==> config.mk <==
export PLATFORM = sky130hd
export DESIGN_NAME = pixel_fetch
export DESIGN_NICKNAME = d
export VERILOG_FILES = /design/src/rtl/pixel_fetch.sv
export SDC_FILE = /design/constraint.sdc
export NUM_CORES = 1
export LEC_CHECK = 0
export ABC_AREA = 1
export CORE_ASPECT_RATIO = 1.1
export CORE_UTILIZATION = 50
export DETAILED_ROUTE_END_ITERATION = 8
export PLACE_DENSITY = 0.77
export SYNTH_ARGS = -nofsm -noshare
export SYNTH_HDL_FRONTEND = slang
export SYNTH_SLANG_ARGS = --single-unit
==> constraint.sdc <==
create_clock -name clk -period 4.3 [get_ports clk]
set_clock_uncertainty 0.2 [all_clocks]
set_input_delay 0.43 -clock clk [delete_from_list [all_inputs] [get_ports clk]]
set_output_delay 0.43 -clock clk [all_outputs]
set_load 0.01 [all_outputs]
==> src/rtl/pixel_fetch.sv <==
// Streams one frame of pixel bytes from shared memory through a single-request arbiter channel into a small output FIFO.
// Optional macro PIXEL_FETCH_CONTINUOUS_EN: restart the frame automatically instead of returning to idle.
module pixel_fetch #(
    parameter int ADDRESS_WIDTH = 8,
    parameter int DATA_WIDTH    = 8,
    parameter int BASE_ADDR     = 0,
    parameter int NUM_WORDS     = 192,
    parameter int FIFO_DEPTH    = 4
) (
    input  logic                     clk,
    input  logic                     rst,
    input  logic                     frame_start,
    output logic                     busy,
    output logic                     frame_done,
    output logic                     data_req,
    output logic [ADDRESS_WIDTH-1:0] data_addr,
    input  logic [DATA_WIDTH-1:0]    data_in,
    input  logic                     data_rdy,
    output logic [DATA_WIDTH-1:0]    out_data,
    output logic                     out_valid,
    input  logic                     out_ready
);
    // remaining needs one extra bit so a full 2^ADDRESS_WIDTH frame is representable
    localparam int REM_W = ADDRESS_WIDTH + 1;
    localparam int PTR_W = $clog2(FIFO_DEPTH);
    localparam int CNT_W = PTR_W + 1;
    localparam logic [ADDRESS_WIDTH-1:0] BASE_A  = ADDRESS_WIDTH'(BASE_ADDR);
    localparam logic [REM_W-1:0]         NUM_R   = REM_W'(NUM_WORDS);
    localparam logic [CNT_W-1:0]         DEPTH_C = CNT_W'(FIFO_DEPTH);

    typedef enum logic [1:0] {
        S_IDLE    = 2'd0,
        S_REQ     = 2'd1,
        S_RELEASE = 2'd2
    } state_t;

    state_t                    state_q, state_d;
    logic [ADDRESS_WIDTH-1:0]  addr_q, addr_d;
    logic [REM_W-1:0]          remaining_q, remaining_d;
    logic                      done_q, done_d;
    logic [PTR_W-1:0]          wr_ptr_q, wr_ptr_d;
    logic [PTR_W-1:0]          rd_ptr_q, rd_ptr_d;
    logic [CNT_W-1:0]          count_q, count_d;
    logic [DATA_WIDTH-1:0]     fifo_q [FIFO_DEPTH];
    logic [DATA_WIDTH-1:0]     fifo_d [FIFO_DEPTH];
    logic                      push_s, pop_s, has_space_s;

    assign has_space_s = (count_q < DEPTH_C);
    assign push_s      = (state_q == S_REQ) && data_rdy;
    assign pop_s       = (count_q != {CNT_W{1'b0}}) && out_ready;

    assign busy       = (state_q != S_IDLE);
    assign frame_done = done_q;
    assign data_req   = (state_q == S_REQ);
    assign data_addr  = (state_q == S_REQ) ? addr_q : {ADDRESS_WIDTH{1'b0}};
    assign out_valid  = (count_q != {CNT_W{1'b0}});
    assign out_data   = fifo_q[rd_ptr_q];

    // Next-state logic: a fetch only starts when the FIFO can take the word it returns
    always_comb begin
        state_d     = state_q;
        addr_d      = addr_q;
        remaining_d = remaining_q;
        done_d      = 1'b0;
        case (state_q)
            S_IDLE: begin
                if (frame_start) begin
                    addr_d      = BASE_A;
                    remaining_d = NUM_R;
                    state_d     = has_space_s ? S_REQ : S_RELEASE;
                end else begin
                    state_d = S_IDLE;
                end
            end
            S_REQ: begin
                if (data_rdy) begin
                    addr_d      = addr_q + {{(ADDRESS_WIDTH-1){1'b0}}, 1'b1};
                    remaining_d = remaining_q - {{(REM_W-1){1'b0}}, 1'b1};
                    done_d      = (remaining_q == {{(REM_W-1){1'b0}}, 1'b1});
                    state_d     = S_RELEASE;
                end else begin
                    state_d = S_REQ;
                end
            end
            S_RELEASE: begin
                if (remaining_q == {REM_W{1'b0}}) begin
`ifdef PIXEL_FETCH_CONTINUOUS_EN
                    addr_d      = BASE_A;
                    remaining_d = NUM_R;
                    if (has_space_s && !data_rdy) begin
                        state_d = S_REQ;
                    end else begin
                        state_d = S_RELEASE;
                    end
`else
                    state_d = S_IDLE;
`endif
                end else if (has_space_s && !data_rdy) begin
                    state_d = S_REQ;
                end else begin
                    state_d = S_RELEASE;
                end
            end
            default: begin
                state_d = S_IDLE;
            end
        endcase
    end

    // FIFO pointer, occupancy and storage update
    always_comb begin
        fifo_d   = fifo_q;
        wr_ptr_d = wr_ptr_q;
        rd_ptr_d = rd_ptr_q;
        if (push_s) begin
            fifo_d[wr_ptr_q] = data_in;
            wr_ptr_d         = wr_ptr_q + {{(PTR_W-1){1'b0}}, 1'b1};
        end else begin
            wr_ptr_d = wr_ptr_q;
        end
        if (pop_s) begin
            rd_ptr_d = rd_ptr_q + {{(PTR_W-1){1'b0}}, 1'b1};
        end else begin
            rd_ptr_d = rd_ptr_q;
        end
        case ({push_s, pop_s})
            2'b10:   count_d = count_q + {{(CNT_W-1){1'b0}}, 1'b1};
            2'b01:   count_d = count_q - {{(CNT_W-1){1'b0}}, 1'b1};
            default: count_d = count_q;
        endcase
    end

    // State, counters and FIFO registers
    always_ff @(posedge clk) begin
        if (rst) begin
            state_q     <= S_IDLE;
            addr_q      <= {ADDRESS_WIDTH{1'b0}};
            remaining_q <= {REM_W{1'b0}};
            done_q      <= 1'b0;
            wr_ptr_q    <= {PTR_W{1'b0}};
            rd_ptr_q    <= {PTR_W{1'b0}};
            count_q     <= {CNT_W{1'b0}};
            for (int i = 0; i < FIFO_DEPTH; i++) begin
                fifo_q[i] <= {DATA_WIDTH{1'b0}};
            end
        end else begin
            state_q     <= state_d;
            addr_q      <= addr_d;
            remaining_q <= remaining_d;
            done_q      <= done_d;
            wr_ptr_q    <= wr_ptr_d;
            rd_ptr_q    <= rd_ptr_d;
            count_q     <= count_d;
            fifo_q      <= fifo_d;
        end
    end
endmodule
==> metrics list <==
- Run status: finished, final reports clean
- For this run, global-route usage on met2 was measured as 38.5%.
- Combinational group share of total power: 32.9%
- For the final routed database, the setup TNS stands at 0 ns.
- GRT Util Overall: 24.3%
* Internal power: 1.02 mW
- Dividing total power by cell area gives a power density of 468 nW/um^2.
- Dividing the detail-routed wire length by the instance count gives 12.8 um.
- Initial detailed-routing violation count: 140
- For this run, design rule violations remaining after detail routing come to 0.
* Antenna violation net count after detailed routing: 0
* Number of stages on the worst setup path: 4
* Share of layout cells above drive strength 1: 6.16%
- The H-tree generated during clock tree synthesis spans 3 levels.
- Registers are responsible for 41.0% of the overall power.
- The path class of the tightest hold or removal check is reg -> reg.
- Syn Std Cell Area: 2850 sq um
- For this run the aggregate overflow at the end of global routing stands at 0.
- Number of hold-repair buffers added at the cts stage: 0
- Die Footprint: 6010 sq um
- Setup-failing EPs final: 0
- Of all nets on the critical path, the largest fanout is 18.
- Number of top-level pins: 33
- For this run, global-route usage on met3 was measured as 6.33%.
* Count of cells along the worst register-to-register path: 11
* Placed wire-length estimate after detailed placement: 4290 um
- The layer flagged by global routing as most heavily used is met2.
- Critical path capture point type: primary output
- The largest single stage delay on the critical path is 0.65 ns.
* Post-CTS setup buffers: 0
- For this run, global-route usage on met1 was measured as 31.6%.
- For this design, the slowest cell found on the critical path is dfxtp_1.
* Max-slew violation count: 0
- Least-Margin Pin Slew: 0.751 ns
- Kind of critical path: reg -> out
- Fraction of the cycle the final worst path needs: 66.5%
- Total placed instance area: 3180 sq um
* FFs w/ async S/R, synth: 0%
* Mean instance size in the synthesized netlist: 7.22 sq um
- Synthesis produced 395 cells.
- Crit path time final: 2.86 ns
* Antenna violations before repair: 0
- After synthesis, the largest area contributor takes up 41.4% of total cell area.
- Traced cell by cell, the critical path runs through inv_1, o21ai_0, o22ai_1, clkdlybuf4s50_1.
* Master cell of the clock root buffer: clkbuf_8
- Number of sinks on the clock net: 59
- Layout Nets: 443
- At the placement stage, the worst setup path has a slack of 1.79 ns.
- The number of global-route vias before repair is 2381.
* Origin of the worst setup path: rd_ptr_q[0]
* Largest cells by area after synthesis: dfxtp_1, a21oi_1, nand2_1
- CORE AREA: 5430 sq um
- The worst pin sits at a relative slew slack of 49.8%.
* Clock edge transition at the registers on the reported setup and hold paths: 0.06 ns
* Clock Power Share: 26.1%
- The clock passes through at most 2 buffers.
- Most used DFF post-synth: dfxtp_1
- Total of cells resized after clock tree synthesis: 0
- Before antenna repair, the detailed router went through 4 iterations.
- The analysis attributes to cell leakage a power of 1.26 nW.
* Vias post-DR: 2626
- Chip Width: 74.0 um
- Across the VDD grid, the largest voltage drop is 262 uV.
- After detailed routing, the number of vias per cell comes to 5.28.
* Most common cell after layout, fill and taps aside: nand2_1
* Cell depth of the worst hold path: 1
- The area growth from synthesis to layout is 16.6%.
- Smallest hold slack: 0.257 ns
- Largest area contributor in the netlist: dfxtp_1
- The count of final hold-check violations is 0.
- Worst path setup slack after routing: 1.44 ns
- At the later pin of the worst-skew pair, clock insertion delay measures 0.33 ns.
- Ant. Diodes: 0
* First-pass GRT wire length: 11100 um
- For this configuration, the core starts out at a cell density of 52.5%.
- Net switching power: 0.539 mW
* FMAX: 0.350 GHz
- In this design, the largest share of critical-path delay is due to buffers and inverters.
* Number of buffers added on ports: 32
* Critical path buffer and inverter count: 2
- At the worst endpoint, the required time is 3.67 ns.
* Switching power as a share of total power: 34.6%
- DIE HEIGHT: 81.2 um
- Synthesized Nets: 418
* Source of the worst hold timing path: count_q[0]
- Largest net degree at the start of global routing: 41
* Startpoint of the lowest-slack register-to-register path: count_q[2]
- Max-cap violations in this run came to 0.
- TritonCTS built the clock tree.
* Critical Path Source Type: flip-flop
- Layout Cell Area excl Fill: 3330 sq um
- Total clock buffers created by CTS: 9
- Number of distinct standard cells referenced by the synthesized netlist: 28
- After synthesis the netlist holds a flip-flop and latch count of 59.
- In the layout the commonest cells are nand2_1, dfxtp_1, a21oi_1.
* CP arrival: 2.23 ns
- RSZ-0062 raised after global routing: false
- Counting flops with a built-in enable in the synthesized netlist gives 0.
- Final-layout fill cell count: 509
- The floorplan has 28 rows.
- Total wirelength of the detailed-routed design: 6380 um
* Post-synthesis sequential area ratio: 41.4%
- During synthesis, Yosys emitted a total of 0 warnings.
- Weighted congestion at the end of routability-driven global placement: 0.850
[logic make-up (layout without fill, tap and decap cells)]
kind of cell / count (synthesis) / after routing / share of synthesized area, %
AOI/OAI and AO/OA: 92 / 92 / 16.7
adders and majority gates: 10 / 10 / 4.65
buffers and inverters: 60 / 87 / 8.82
DFF: 59 / 59 / 41.4
and+or+nand+nor: 174 / 174 / 28.5
[stage by stage]
| stage | power (mW) | utilization, % | instances |
|---|---|---|---|
| after floorplan | 0.988 | - | 395 |
| after global routing | 1.67 | 61.2 | 497 |
| after CTS | 1.57 | 61.2 | 497 |
| after detailed placement | 1.16 | 58.5 | 484 |
| after global placement | 1.15 | 58.5 | 484 |
| final | 1.56 | 61.2 | 497 |
[worst reg2reg max path: cells and delay by family, from the launching register on]
kind | cells | cell delay, ns
flops | 1 | 0.36
compound gates | 4 | 0.47
fa+ha+maj | 2 | 0.52
buf+inv | 3 | 0.24
simple gates | 2 | 0.20
[Yosys cell counts (5+ instances only)]
master     n
o21ai_1    7
nand3_1   44
nor3_1     7
inv_1     37
nand2_4    6
o22ai_1    9
nor2_1    43
nand4_1    5
nand2_1   62
dfxtp_1   59
o21ai_0   24
a21oi_1   50
buf_2      6
clkbuf_1   7
ha_1       9
[layer usage]
| metal | vias to the layer above | routed length [um] | part of all wire [%] |
|---|---|---|---|
| met4 | 0 | 127 | 2.0 |
| met3 | 11 | 378 | 5.9 |
| met5 | - | 0 | 0 |
| li1 | 1353 | - | - |
| met2 | 85 | 2910 | 46 |
| met1 | 1177 | 2970 | 47 |
[layout make-up]
type | instances | area [sq um] | area share [%]
multi-input cells | 276 | 1420 | 42.7
flip-flops and latches | 59 | 1180 | 35.5
repair buffers | 33 | 328 | 9.86
inverters | 41 | 154 | 4.63
clock buffers | 13 | 149 | 4.48
well taps | 75 | 93.8 | 2.82
[flip-flops by register name (all words and copies together), names as in the netlist]
name and flops:
fifo_q 32, remaining_q 9, addr_q 8, count_q 3, rd_ptr_q 2, state_q 2
wr_ptr_q 2, frame_done 1
[path summary, 6_finish.rpt]
check	end	slack, ns
min	count_q[0]	0.26
max	out_data[2]	1.44
min reg2reg	count_q[0]	0.26
max reg2reg	count_q[2]	2.18
[power by group through the flow]
| stage | Sequential (mW) | Clock [mW] | Combinational [mW] |
|---|---|---|---|
| 2_1_floorplan | 0.621 | 0 | 0.367 |
| 3_3_place_gp | 0.647 | 0 | 0.503 |
| 3_5_place_dp | 0.649 | 0 | 0.507 |
| 4_1_cts | 0.637 | 0.417 | 0.514 |
| 5_1_grt | 0.646 | 0.448 | 0.578 |
| 6_report | 0.638 | 0.407 | 0.512 |
Note: power is estimated with default switching activity, not from simulation.
